$ cat src/rtl/ahb5_rst_seq_if.sv
// ahb5_rst_seq_if: request/status bundle between a controller and the reset sequencer.
// master: drives re-reset requests, activity and timeout limit; observes resets and status.
// slave : the sequencer side.
interface ahb5_rst_seq_if #(
  parameter int NUM_RST = 2,
  parameter int CNT_W   = 8,
  parameter int TO_W    = 16
);
  logic               req_rst_i;
  logic [CNT_W-1:0]   req_len_i;
  logic [NUM_RST-1:0] req_mask_i;
  logic               activity_i;
  logic [TO_W-1:0]    timeout_i;
  logic [NUM_RST-1:0] rst_n_o;
  logic               busy_o;
  logic               done_o;
  logic               req_drop_o;
  logic [7:0]         seq_cnt_o;
  logic               finish_o;
  modport master (
    output req_rst_i, req_len_i, req_mask_i, activity_i, timeout_i,
    input  rst_n_o, busy_o, done_o, req_drop_o, seq_cnt_o, finish_o
  );
  modport slave (
    input  req_rst_i, req_len_i, req_mask_i, activity_i, timeout_i,
    output rst_n_o, busy_o, done_o, req_drop_o, seq_cnt_o, finish_o
  );
endinterface

$ cat src/rtl/ahb5_rst_seq.sv
// ahb5_rst_seq: multi-domain staggered reset sequencer with re-reset requests and idle watchdog.
// Ports: Hclk clock; HResetn sync active-low reset; bus (slave modport) carries
// req_rst_i/req_len_i/req_mask_i requests, activity_i/timeout_i watchdog inputs and
// rst_n_o/busy_o/done_o/req_drop_o/seq_cnt_o/finish_o status outputs (all registered).
module ahb5_rst_seq #(
  parameter int NUM_RST     = 2,
  parameter int ASSERT_CYC  = 2,
  parameter int STAGGER_CYC = 1,
  parameter int CNT_W       = 8,
  parameter int TO_W        = 16
) (
  input logic Hclk,
  input logic HResetn,
  ahb5_rst_seq_if.slave bus
);
  // Sequence timer must reach the longest length plus the full stagger spread.
  localparam int MAXT = (1 << CNT_W) + ASSERT_CYC + (NUM_RST - 1) * STAGGER_CYC;
  localparam int TW   = $clog2(MAXT + 1) + 1;
  typedef enum logic [1:0] {IDLE, ASSERT, RELEASE} state_t;
  state_t             state_q, state_d;
  logic [TW-1:0]      t_q, t_d, len_q, len_d, hi_off;
  logic [NUM_RST-1:0] mask_q, mask_d, rst_n_q, rst_n_d;
  logic               done_q, done_d, drop_q, drop_d, fin_q, fin_d, accept;
  logic [7:0]         seq_q, seq_d;
  logic [TO_W-1:0]    wd_q, wd_d;
  assign accept = state_q == IDLE && bus.req_rst_i && |bus.req_mask_i;
  // Release offset of the highest-index masked domain marks completion.
  always_comb begin
    hi_off = '0;
    for (int i = 0; i < NUM_RST; i++)
      if (mask_q[i]) hi_off = TW'(i * STAGGER_CYC);
  end
  // t_q counts edges since the reference edge T (T itself sees t_q == 0).
  always_comb begin
    state_d = state_q;
    t_d     = t_q;
    len_d   = len_q;
    mask_d  = mask_q;
    rst_n_d = rst_n_q;
    done_d  = 1'b0;
    drop_d  = bus.req_rst_i && !accept;
    seq_d   = seq_q;
    wd_d    = wd_q;
    fin_d   = fin_q;
    if (state_q == IDLE) begin
      if (accept) begin
        state_d = ASSERT;
        t_d     = TW'(1);
        len_d   = bus.req_len_i == '0 ? TW'(ASSERT_CYC) : TW'(bus.req_len_i);
        mask_d  = bus.req_mask_i;
        rst_n_d = rst_n_q & ~bus.req_mask_i;
      end
      if (bus.timeout_i != '0) begin
        wd_d  = bus.activity_i ? '0 : wd_q + TO_W'(wd_q != '1);
        fin_d = fin_q || wd_d >= bus.timeout_i;
      end
    end else begin
      t_d = t_q + TW'(1);
      for (int i = 0; i < NUM_RST; i++)
        if (mask_q[i] && t_q == len_q + TW'(i * STAGGER_CYC)) rst_n_d[i] = 1'b1;
      if (t_q == len_q) state_d = RELEASE;
      if (t_q == len_q + hi_off) begin
        state_d = IDLE;
        done_d  = 1'b1;
        seq_d   = seq_q + 8'(seq_q != 8'hff);
      end
    end
  end
  always_ff @(posedge Hclk) begin
    if (!HResetn) begin
      state_q <= ASSERT;
      t_q     <= '0;
      len_q   <= TW'(ASSERT_CYC);
      mask_q  <= '1;
      rst_n_q <= '0;
      done_q  <= 1'b0;
      drop_q  <= 1'b0;
      seq_q   <= '0;
      wd_q    <= '0;
      fin_q   <= 1'b0;
    end else begin
      state_q <= state_d;
      t_q     <= t_d;
      len_q   <= len_d;
      mask_q  <= mask_d;
      rst_n_q <= rst_n_d;
      done_q  <= done_d;
      drop_q  <= drop_d;
      seq_q   <= seq_d;
      wd_q    <= wd_d;
      fin_q   <= fin_d;
    end
  end
  assign bus.rst_n_o    = rst_n_q;
  assign bus.busy_o     = state_q != IDLE;
  assign bus.done_o     = done_q;
  assign bus.req_drop_o = drop_q;
  assign bus.seq_cnt_o  = seq_q;
  assign bus.finish_o   = fin_q;
endmodule

$ cat src/flat_wrapper.sv
// flat-port wrapper written by rule: the top's interface ports become plain ports
module ahb5_rst_seq_flat 
#(
  parameter int NUM_RST     = 2,
  parameter int ASSERT_CYC  = 2,
  parameter int STAGGER_CYC = 1,
  parameter int CNT_W       = 8,
  parameter int TO_W        = 16
)
  (Hclk, HResetn, bus_req_rst_i, bus_req_len_i, bus_req_mask_i, bus_activity_i, bus_timeout_i, bus_rst_n_o, bus_busy_o, bus_done_o, bus_req_drop_o, bus_seq_cnt_o, bus_finish_o);
  ahb5_rst_seq_if #(.NUM_RST(NUM_RST), .CNT_W(CNT_W), .TO_W(TO_W)) bus_i ();
  input logic Hclk;
  input logic HResetn;
  input wire logic [$bits(bus_i.req_rst_i)-1:0] bus_req_rst_i;
  input wire logic [$bits(bus_i.req_len_i)-1:0] bus_req_len_i;
  input wire logic [$bits(bus_i.req_mask_i)-1:0] bus_req_mask_i;
  input wire logic [$bits(bus_i.activity_i)-1:0] bus_activity_i;
  input wire logic [$bits(bus_i.timeout_i)-1:0] bus_timeout_i;
  output wire logic [$bits(bus_i.rst_n_o)-1:0] bus_rst_n_o;
  output wire logic [$bits(bus_i.busy_o)-1:0] bus_busy_o;
  output wire logic [$bits(bus_i.done_o)-1:0] bus_done_o;
  output wire logic [$bits(bus_i.req_drop_o)-1:0] bus_req_drop_o;
  output wire logic [$bits(bus_i.seq_cnt_o)-1:0] bus_seq_cnt_o;
  output wire logic [$bits(bus_i.finish_o)-1:0] bus_finish_o;
  assign bus_i.req_rst_i = bus_req_rst_i;
  assign bus_i.req_len_i = bus_req_len_i;
  assign bus_i.req_mask_i = bus_req_mask_i;
  assign bus_i.activity_i = bus_activity_i;
  assign bus_i.timeout_i = bus_timeout_i;
  assign bus_rst_n_o = bus_i.rst_n_o;
  assign bus_busy_o = bus_i.busy_o;
  assign bus_done_o = bus_i.done_o;
  assign bus_req_drop_o = bus_i.req_drop_o;
  assign bus_seq_cnt_o = bus_i.seq_cnt_o;
  assign bus_finish_o = bus_i.finish_o;
  ahb5_rst_seq #(.NUM_RST(NUM_RST), .ASSERT_CYC(ASSERT_CYC), .STAGGER_CYC(STAGGER_CYC), .CNT_W(CNT_W), .TO_W(TO_W)) u_core (.Hclk(Hclk), .HResetn(HResetn), .bus(bus_i));
endmodule
$ cat config.mk
export PLATFORM = sky130hd
export DESIGN_NAME = ahb5_rst_seq_flat
export DESIGN_NICKNAME = d
export VERILOG_FILES = /design/src/rtl/ahb5_rst_seq_if.sv /design/src/rtl/ahb5_rst_seq.sv /design/src/flat_wrapper.sv
export SDC_FILE = /design/constraint.sdc
export NUM_CORES = 1
export LEC_CHECK = 0
export CORE_ASPECT_RATIO = 1.5
export CORE_UTILIZATION = 45
export CTS_BUF_LIST = sky130_fd_sc_hd__clkbuf_4
export DETAILED_ROUTE_END_ITERATION = 8
export PLACE_DENSITY = 0.71
export SLEW_MARGIN = 10
export SYNTH_ARGS = -nofsm -noshare
export SYNTH_HDL_FRONTEND = slang
export SYNTH_SLANG_ARGS = --single-unit
export TNS_END_PERCENT = 100
$ cat constraint.sdc
create_clock -name Hclk -period 4.15 [get_ports Hclk]
set_clock_uncertainty 0.05 [all_clocks]
set_input_delay 0.83 -clock Hclk [delete_from_list [all_inputs] [get_ports Hclk]]
set_output_delay 0.83 -clock Hclk [all_outputs]
set_load 0.01 [all_outputs]
# == Word-level counts from Yosys, hierarchy flattened ==
# Index checks and enable logic that the tools add are counted.
# op_classes
n_addsub,5
n_eq_ne,6
bitwise,4
n_reduce_logical,22
muxes,14
n_lt_le_gt_ge,1
# op_table
cell,count
equality test 10 bit,3
"adder 10 x 1 -> 10 bit, second input constant",2
2-to-1 mux 10 bit,2
adder 16 x 1 -> 16 bit,1
>= comparator 16 bit,1
2-to-1 mux 16 bit,1
"inequality test 16 bit, second input constant",1
nonzero test 16 bit,1
2-to-1 mux 2 bit,6
AND reduction 2 bit,6
adder 10 x 1 -> 10 bit,1
adder 8 x 1 -> 8 bit,1
zero test 8 bit,1
2-to-1 mux 8 bit,1
"inequality test 8 bit, second input constant",1
nonzero test 2 bit,3
logical AND 1 bit,5
2-to-1 mux 1 bit,4
OR reduction 2 bit,2
nonzero test 3 bit,1
bitwise AND 2 bit,1
zero test 2 bit,1
"inequality test 2 x 1 -> 1 bit, second input constant",1
NOT 1 bit,2
3 further kinds,3
# word_totals
in_bits,30
output_inout_bits,14
ff_bits,53

# == Longest topological paths before layout ==
# Gate-level depths: netlist of run 1.
# logic_depth
ltp_word,5
depth_mapped,18
mapped_depth_nobuf,16

# == Worst setup path after synthesis of run 1 ==
# OpenSTA, ideal clock, no wires.
# synth_path
path_kind,register to register
from,register u_core.wd_q[3]
to,"register u_core.fin_q, in the netlist u_core.bus.finish_o"
path_stages_with_launch,16
path_buffers,2
arrival_time_ps,3053
setup_ps,130
setup_slack_ps,917
required_time_ps,3970
path_cell_list,dfxtp_1 -> and3_1 -> clkbuf_1 -> nand2_1 -> or4_1 -> ha_1 -> and3_1 -> clkbuf_1 -> nand3_1 -> xor2_1 -> nor2_1 -> ha_1 -> a211oi_1 -> a31oi_1 -> o41ai_1 -> a21oi_1
# synth_via
elab_chain_len,5
# synth_lines
element,line_no,source
start: declaration,ahb5_rst_seq.sv:25,"logic [TO_W-1:0] wd_q, wd_d;"
start signal: assignment,ahb5_rst_seq.sv:90,wd_q <= wd_d;
inequality test 16 bit,ahb5_rst_seq.sv:54,wd_d = bus.activity_i ? '0 : wd_q + TO_W'(wd_q != '1);
adder 16 x 1 -> 16 bit (*),ahb5_rst_seq.sv:54,
2-to-1 mux 16 bit (*),ahb5_rst_seq.sv:54,
>= comparator 16 bit (*),ahb5_rst_seq.sv:55,fin_d = fin_q || wd_d >= bus.timeout_i;
logical OR 1 bit (*),ahb5_rst_seq.sv:55,
end signal: assignment,ahb5_rst_seq.sv:91,fin_q <= fin_d;
end: declaration,ahb5_rst_seq.sv:23,"logic done_q, done_d, drop_q, drop_d, fin_q, fin_d, accept;"
# Mark *: on every way between the ends. The rest lies on a longest branch, timed or not.
# A chain may end at the register's enable or synchronous reset.

# == Worst setup path after layout of run 1 ==
# Same ends and word-level chain as after synthesis.

==> results of run 1 <==
report_power, final:
part / switching (mW) / internal, mW / total [mW]
logic: 0.190 / 0.177 / 0.367
clock network: 0.161 / 0.0726 / 0.234
registers: 0.0585 / 0.534 / 0.592
total: 0.410 / 0.784 / 1.19
sequential cells by signal, summed over array words and instances (netlist names):
signal / cells
u_core.wd_q: 16
u_core.t_q: 10
u_core.bus.seq_cnt_o: 8
u_core.len_q: 8
u_core.bus.rst_n_o: 2
u_core.mask_q: 2
u_core.state_q: 2
u_core.bus.done_o: 1
u_core.bus.finish_o: 1
u_core.bus.req_drop_o: 1
worst max-delay path, delay by kind of cell, from the launching register on:
family / cells / cell delay (ns)
AOI/OAI and AO/OA: 4 / 0.68
xor gates and xnor gates: 1 / 0.20
adders and majority gates: 3 / 0.74
DFF: 1 / 0.44
and+or+nand+nor: 6 / 1.28
path summary, 6_finish.rpt:
check / endpoint / slack (ns) / cells after the start
worst max-delay path: u_core.bus.finish_o / 0.64 / 14
worst min-delay path: u_core.mask_q[1] / 0.44 / 2
worst min register to register: u_core.mask_q[1] / 0.44 / 2
worst max register to register: u_core.bus.finish_o / 0.64 / 14
cells in the final DEF, fill, tap and decap left out, types with 4 or more instances in the layout:
cell type / instances
xor2_1: 18
ha_1: 25
clkbuf_4: 6
o21ai_0: 8
buf_4: 5
xnor2_1: 13
a21oi_1: 33
clkdlybuf4s50_1: 43
inv_1: 24
nand2_1: 44
nor3_1: 9
o32ai_1: 6
and3_1: 11
nand2b_1: 5
mux2i_1: 8
and4_1: 4
nor4_1: 9
nor2_1: 39
o21ai_1: 6
and2_1: 4
nand4_1: 13
nand3_1: 20
or3_1: 6
dfxtp_1: 51
a21o_1: 4
layout make-up:
class,count,share of cell area
Clock inverter,2,0.00322
Sequential cell,51,0.262
Clock buffer,6,0.0116
Inverter,25,0.0241
Antenna cell,1,0.000643
Tap cell,100,0.0322
Multi-Input combinational cell,325,0.546
Timing Repair Buffer,48,0.120
kinds of logic (layout without fill, tap and decap cells):
logic type,after synthesis,count (layout),synth area share
xor gates and xnor gates,31,31,0.0804
muxes,10,10,0.0304
and+or+nand+nor,179,179,0.274
other,0,1,0
adders and majority gates,25,25,0.0927
buffers and inverters,50,81,0.0708
AOI/OAI and AO/OA,80,80,0.149
DFF,51,51,0.302
metrics by stage:
| step | util | total power [mW] |
|---|---|---|
| after floorplan | - | 0.856 |
| after global placement | 0.530 | 0.965 |
| after detailed placement | 0.530 | 0.971 |
| after CTS | 0.538 | 1.20 |
| after global routing | 0.538 | 1.27 |
| final | 0.538 | 1.19 |
per-layer routing:
| layer | track usage | up-vias |
|---|---|---|
| met5 | 0 | - |
| met4 | 0.0994 | 0 |
| met3 | 0.0289 | 14 |
| met2 | 0.402 | 52 |
| met1 | 0.227 | 1466 |
| li1 | - | 1565 |
==> reports/results.txt, run 1 <==
Max Cap Viol = 0
area taken by multi-input logic gates = 2120 um^2
clk_lat worst skew = 0.38 ns
Clock Path Buffers = 2
Max VDD drop = 144 uV
sequential share of the synthesized area = 0.302
Mapped Nets = 481
GRT Residual Overflow = 0
CTS tree = done
Tot GR Track Use = 0.213
crit-path cells = and3_1, nand2_1, or4_1, ha_1, ha_1, and4_1, nand3_1, xor2_1, nor2_1, ha_1, a21oi_1, o22ai_1, o41ai_1, a21oi_1
dpl ws = 0.655 ns
Final Cycle Share = 0.845
FP Rows = 38
CTS resizes = 0
DR pass1 iterations = 4
slack of the critical path = 0.641 ns
status = complete, no violations
Yosys top cell area share = 0.302
Commonest cells post-synth = 51 x dfxtp_1, 44 x nand2_1, 39 x nor2_1
Synth Register Bits = 51
Setup TNS = 0 ns
# H-tree levels = 2
largest net degree at the start of global routing = 31
placed standard-cell area = 3830 um^2
via count = 3,097
Core ar. = 7230 um^2
FF-to-FF Start = u_core.wd_q[3]
predominant post-synthesis flop cell = dfxtp_1
min Tclk post-route = 3.51 ns
CP endpoint kind = flip-flop
WL met3 = 206 um
fin nets = 511
Yosys cell types = 57
remaining antenna violation count = 0
placed cell count = 549
WL met1 = 3.28 mm
syn avg cell area = 7.92 um^2
number of global-route vias before repair = 2,903
Final Cell Area = 3890 um^2
Area Growth Syn to Fin = 15.3%
Worst EP required = 4.37 ns
Worst Hold Class = flip-flop to flip-flop
Starting Density = 0.467
CP max stage cell = or4_1
CTS Buf Count = 5
Post-Syn Instances = 426
Ports = 44
Die W = 72.7 um
Final Hold Viols = 0
WS Path Type = flip-flop to flip-flop
yosys warns = 0
clk root buf = clkbuf_4
CTS clock-pin slew for the worst setup and hold paths = 0.15 ns
setup violators final = 0
# hold bufs at CTS = 0
register area = 1020 um^2
dpl hpwl = 6.03 mm
Critical Path Start = u_core.wd_q[3]
CTS Sinks = 51
RSZ-0062 raised after global routing = no
crit path DAT = 3.73 ns
routed vias/inst = 5.55
IO Port Bufs = 43
DRC = 0
Pwr Density = 307 nW/um^2
share of layout cells above drive strength 1 = 0.0372
CP Launch Type = flip-flop
die footprint = 7860 um^2
critical path peak fanout = 6
EDFF count, synth = 0
initial DRC count = 109
largest area contributor in the netlist = dfxtp_1
DR top layer = met4
# fillers = 720
final cell count without fillers = 558
Worst path most repeated cell = ha_1
cell area after synthesis = 3380 um^2
count leader, synth = dfxtp_1
overall die height = 108 um
top cells by area, synth = dfxtp_1 30%, ha_1 9.3%, a21oi_1 4.9%, nand2_1 4.9%, xor2_1 4.7%
Worst slew margin = 0.534
Final GP Congestion = 0.829
average wire per standard cell = 14.1 um
first-pass GRT wire length = 13.0 mm
antenna violations before repair = 1
min-delay src = u_core.mask_q[1]
Max Fclk = 285 MHz
WHS = 0.441 ns
met2 routed WL = 4.16 mm
Max Transition Viols Final = 0
Slew @ Worst Pin = 0.699 ns
setup repair bufs after CTS = 0
Post-synth ARST share = 0
Leak = 1.50 nW
drt total wl = 7.88 mm
max incr delay on CP = 0.52 ns
Note: power is estimated with default switching activity, not from simulation.
==> inputs of run 2 (changes only) <==
- PLACE_DENSITY: 0.71 -> 0.74
- clock period: 4.15 -> 2.9 ns (I/O delays scaled with it)
==> run 2 against run 1 <==
Compared with the run above:
- the flow now finishes with violations (negative setup slack)
- clock power is 42% higher
- first-iteration DRC count increased by 56%
- maximum frequency is 14% higher
- die area is the same
- sequential share of layout area is 2.3 points lower
- total power grew 48%
- clock-buffer cell count unchanged
- critical path depth unchanged
- critical endpoint unchanged
- largest power group unchanged
==> reports/results.txt, run 2 (synthesis gave the netlist of run 1 again) <==
status = finished with violations
failing checks = negative setup slack
Combinational Power Share = 0.335
clk_lat worst skew = 0.37 ns
Core ar. = 7230 um^2
biggest regs = u_core.wd_q (16), u_core.t_q (10)
Max Transition Viols Final = 0
CTS Buf Count = 5
placed cell count = 586
Final GP Congestion = 0.913
fin nets = 551
Setup TNS = -0.190 ns
CP Launch Type = flip-flop
Max Cap Viol = 0
CTS tree = done
overall die height = 108 um
most frequent cells in the layout = 45 x buf_4, 45 x dfxtp_1, 43 x nand2_1, 43 x clkdlybuf4s50_1, 39 x nor2_1
Worst Hold Class = flip-flop to flip-flop
R2R setup slack = -0.19 ns
# H-tree levels = 2
Slew @ Worst Pin = 0.665 ns
Tot GR Track Use = 0.227
dpl ws = -0.429 ns
Final Cell Area = 4310 um^2
average wire per standard cell = 14.2 um
largest net degree at the start of global routing = 26
Area Growth Syn to Fin = 27.5%
clk root buf = clkbuf_4
Pwr Density = 410 nW/um^2
total power = 1.77 mW
crit path DAT = 3.31 ns
CTS Sinks = 51
Ports = 44
initial DRC count = 170
max reg flops = 16
Clock Path Buffers = 2
final cell count without fillers = 597
GRT Residual Overflow = 0
remaining antenna violation count = 0
RSZ-0062 raised after global routing = yes
setup violators final = 1
clock share of power = 0.188
DRC = 0
n_diodes = 0
CP endpoint kind = flip-flop
dpl hpwl = 6.55 mm
Starting Density = 0.467
die footprint = 7860 um^2
number of global-route vias before repair = 3,180
Worst EP required = 3.12 ns
DR pass1 iterations = 4
Final Hold Viols = 0
drt total wl = 8.49 mm
Worst slew margin = 0.557
via count = 3,294
placed standard-cell area = 4140 um^2
WS Path Type = flip-flop to flip-flop
Final Cycle Share = 1.07
share of layout cells above drive strength 1 = 0.167
Net Switching = 0.610 mW
antenna violations before repair = 0
first-pass GRT wire length = 14.0 mm
Largest Register = u_core.wd_q
IO Port Bufs = 43
critical path peak fanout = 3
internal power = 1.16 mW
Leak = 1.72 nW
Sw Ratio = 0.346
Die W = 72.7 um
Max Fclk = 324 MHz
routed vias/inst = 5.52
Reg power frac = 0.477
slack of the critical path = -0.190 ns
# hold bufs at CTS = 0
FP Rows = 38
CTS clock-pin slew for the worst setup and hold paths = 0.15 ns
min Tclk post-route = 3.09 ns
Max VDD drop = 221 uV
run 2: cell type report:
cell class,instances,area [um^2]
clock buffer,6,45.0
fill,681,2920
clock inverter,2,12.5
tap,100,125
inverter,25,93.8
timing repair buffer,88,768
sequential,51,1030
multi-input combinational,325,2230
run 2: what timing repair did:
| item | in CTS | in global routing |
|---|---|---|
| cloned | 0 | 0 |
| endpoints found under the setup margin | 1 | 4 |
| resized for setup | 16 | 4 |
| pin swaps | 15 | 0 |
| setup buffers | 3 | 0 |
run 2: path summary, 6_finish.rpt:
check,end,start,depth (start not counted)
setup / recovery,u_core.bus.finish_o,u_core.wd_q[3],14
hold reg to reg,u_core.mask_q[0],u_core.mask_q[0],2
hold / removal,u_core.mask_q[0],u_core.mask_q[0],2
setup reg to reg,u_core.bus.finish_o,u_core.wd_q[3],14
run 2: power by group through the flow:
stage / clock network [mW] / registers (mW) / logic [mW]
2_1_floorplan: 0 / 0.829 / 0.396
3_3_place_gp: 0 / 0.850 / 0.555
3_5_place_dp: 0 / 0.854 / 0.571
4_1_cts: 0.343 / 0.839 / 0.583
5_1_grt: 0.370 / 0.848 / 0.647
6_report: 0.332 / 0.843 / 0.591
run 2: critical path, cell delays in order, from the launching register on:
cell	delay (ns)
dfxtp_2	0.36
and3_4	0.19
nand2_2	0.06
or4_4	0.52
ha_4	0.19
ha_4	0.17
and4_4	0.18
nand3_1	0.10
xor2_1	0.20
nor2_1	0.06
ha_1	0.32
a21oi_2	0.13
o22ai_1	0.10
o41ai_2	0.26
a21oi_1	0.11
run 2: metrics by stage:
step	util	hold WS (ns)
after floorplan	-	0.387
after global placement	0.573	0.400
after detailed placement	0.573	0.400
after CTS	0.593	0.436
after global routing	0.596	0.449
final	0.596	0.433
run 2: metal layers:
layer / part of all wire / global-route usage / vias to the layer above
li1: - / - / 1652
met1: 0.41 / 0.242 / 1524
met2: 0.52 / 0.427 / 93
met3: 0.030 / 0.0298 / 25
met4: 0.041 / 0.115 / 0
met5: 0 / 0 / -
==> inputs of run 3 (changes only) <==
- CORE_ASPECT_RATIO: 1.5 -> 0.5
- SKIP_CTS_REPAIR_TIMING: not set -> 1
==> run 3 against run 2 <==
Compared with the run above:
- the run still ends with negative setup slack left
- non-clock buffer count decreased by 3
- register-to-register slack improved by 0.11 ns
- via count decreased by 3.5%
- flip-flop and latch count unchanged
- worst setup slack improved by 0.11 ns
- sequential share of layout area about the same
- global-route usage decreased by 1.5 points
- clock-buffer cell count decreased by 1
- highest routed layer unchanged
==> reports/results.txt, run 3 (synthesis gave the netlist of run 1 again) <==
clk root buf = clkbuf_4
WHS Path Cells = 2
initial DRC count = 120
setup violators final = 1
total power = 1.83 mW
Max Cap Viol = 0
via count = 3,179
Reg power frac = 0.460
most frequent cells in the layout = 43 x nand2_1, 43 x clkdlybuf4s50_1, 42 x buf_4, 42 x dfxtp_1, 39 x nor2_1
# H-tree levels = 2
dpl hpwl = 6.07 mm
biggest regs = u_core.wd_q (16), u_core.t_q (10)
CTS clock-pin slew for the worst setup and hold paths = 0.16 ns
Final Cycle Share = 1.03
RSZ-0062 raised after global routing = yes
Tot GR Track Use = 0.212
Final GP Congestion = 0.866
CTS Buf Count = 5
fin nets = 548
share of layout cells above drive strength 1 = 0.178
status = finished with violations
Leak = 1.71 nW
drt total wl = 8.04 mm
critical path peak fanout = 4
Ports = 44
DR pass1 iterations = 4
Combinational Power Share = 0.315
min Tclk post-route = 2.98 ns
antenna violations before repair = 0
Clock Path Buffers = 2
Worst slew margin = 0.582
clk_lat worst skew = 0.38 ns
Setup TNS = -0.0807 ns
Core ar. = 6960 um^2
overall die height = 63.2 um
largest net degree at the start of global routing = 36
Worst EP required = 3.14 ns
IO Port Bufs = 43
CTS tree = done
Net Switching = 0.607 mW
Max Fclk = 335 MHz
Slew @ Worst Pin = 0.627 ns
final cell count without fillers = 585
FF-to-FF path depth = 14
Max Transition Viols Final = 0
DRC = 0
Die W = 124 um
failing checks = negative setup slack
Starting Density = 0.485
GRT Residual Overflow = 0
number of global-route vias before repair = 3,023
fin util = 0.620
routed vias/inst = 5.43
CTS Sinks = 51
Area Growth Syn to Fin = 27.9%
max reg flops = 16
Max VDD drop = 206 uV
CP endpoint kind = flip-flop
FP Rows = 21
crit path DAT = 3.22 ns
Sw Ratio = 0.332
Final Hold Viols = 0
n_diodes = 0
Worst Hold Class = flip-flop to flip-flop
average wire per standard cell = 13.7 um
clock share of power = 0.226
Pwr Density = 423 nW/um^2
Largest Register = u_core.wd_q
# fillers = 612
die footprint = 7870 um^2
CP Launch Type = flip-flop
remaining antenna violation count = 0
first-pass GRT wire length = 13.7 mm
WS Path Type = flip-flop to flip-flop
internal power = 1.22 mW
slack of the critical path = -0.0807 ns
placed cell count = 576
## run 3: changes by cell type in the layout (fill, tap and decap cells not counted), sizes merged
cell    change
bufinv      +1
clkbuf      -1
clkinv      -1
buf         -3
## run 3: final timing paths
check	end	slack, ns	start
max	u_core.bus.finish_o	-0.08	u_core.wd_q[5]
min	u_core.mask_q[1]	0.42	u_core.mask_q[1]
max reg2reg	u_core.bus.finish_o	-0.08	u_core.wd_q[5]
min reg2reg	u_core.mask_q[1]	0.42	u_core.mask_q[1]
## run 3: cell type report
class	instances	area (um^2)	area share
Timing Repair Buffer	85	746	0.173
Multi-Input combinational cell	325	2260	0.523
Clock inverter	2	37.5	0.00869
Inverter	25	93.8	0.0217
Tap cell	92	115	0.0267
Sequential cell	51	1030	0.239
Clock buffer	5	37.5	0.00869
## run 3: stage by stage
step,setup WS (ns),hold WS (ns),cell area (um^2)
2_1_floorplan,-0.205,0.387,3410
3_3_place_gp,-0.255,0.398,4110
3_5_place_dp,-0.327,0.413,4110
4_1_cts,-0.357,0.436,4190
5_1_grt,-0.217,0.464,4320
6_report,-0.0807,0.421,4320
## run 3: critical path, cell delays in order (launching register included)
cell	delay (ns)
dfxtp_2	0.35
and3_4	0.19
nand2_2	0.05
or4_4	0.52
ha_4	0.19
and3_4	0.17
nand3_2	0.07
nor2_1	0.06
xnor2_1	0.21
nor2_1	0.08
ha_1	0.31
a21o_1	0.16
a21o_1	0.18
a211oi_2	0.22
a21oi_1	0.09
## run 3: routing by layer
layer,vias up,share of wire,track usage
li1,1649,-,-
met1,1450,0.50,0.292
met2,70,0.44,0.345
met3,10,0.041,0.0331
met4,0,0.011,0.0542
met5,-,0,0
## run 3: power by group through the flow
| stage | logic, mW | clock network (mW) | registers, mW |
|---|---|---|---|
| 6_report | 0.575 | 0.413 | 0.841 |
| 5_1_grt | 0.637 | 0.451 | 0.851 |
| 4_1_cts | 0.559 | 0.421 | 0.837 |
| 3_5_place_dp | 0.555 | 0 | 0.853 |
| 3_3_place_gp | 0.540 | 0 | 0.851 |
| 2_1_floorplan | 0.396 | 0 | 0.829 |
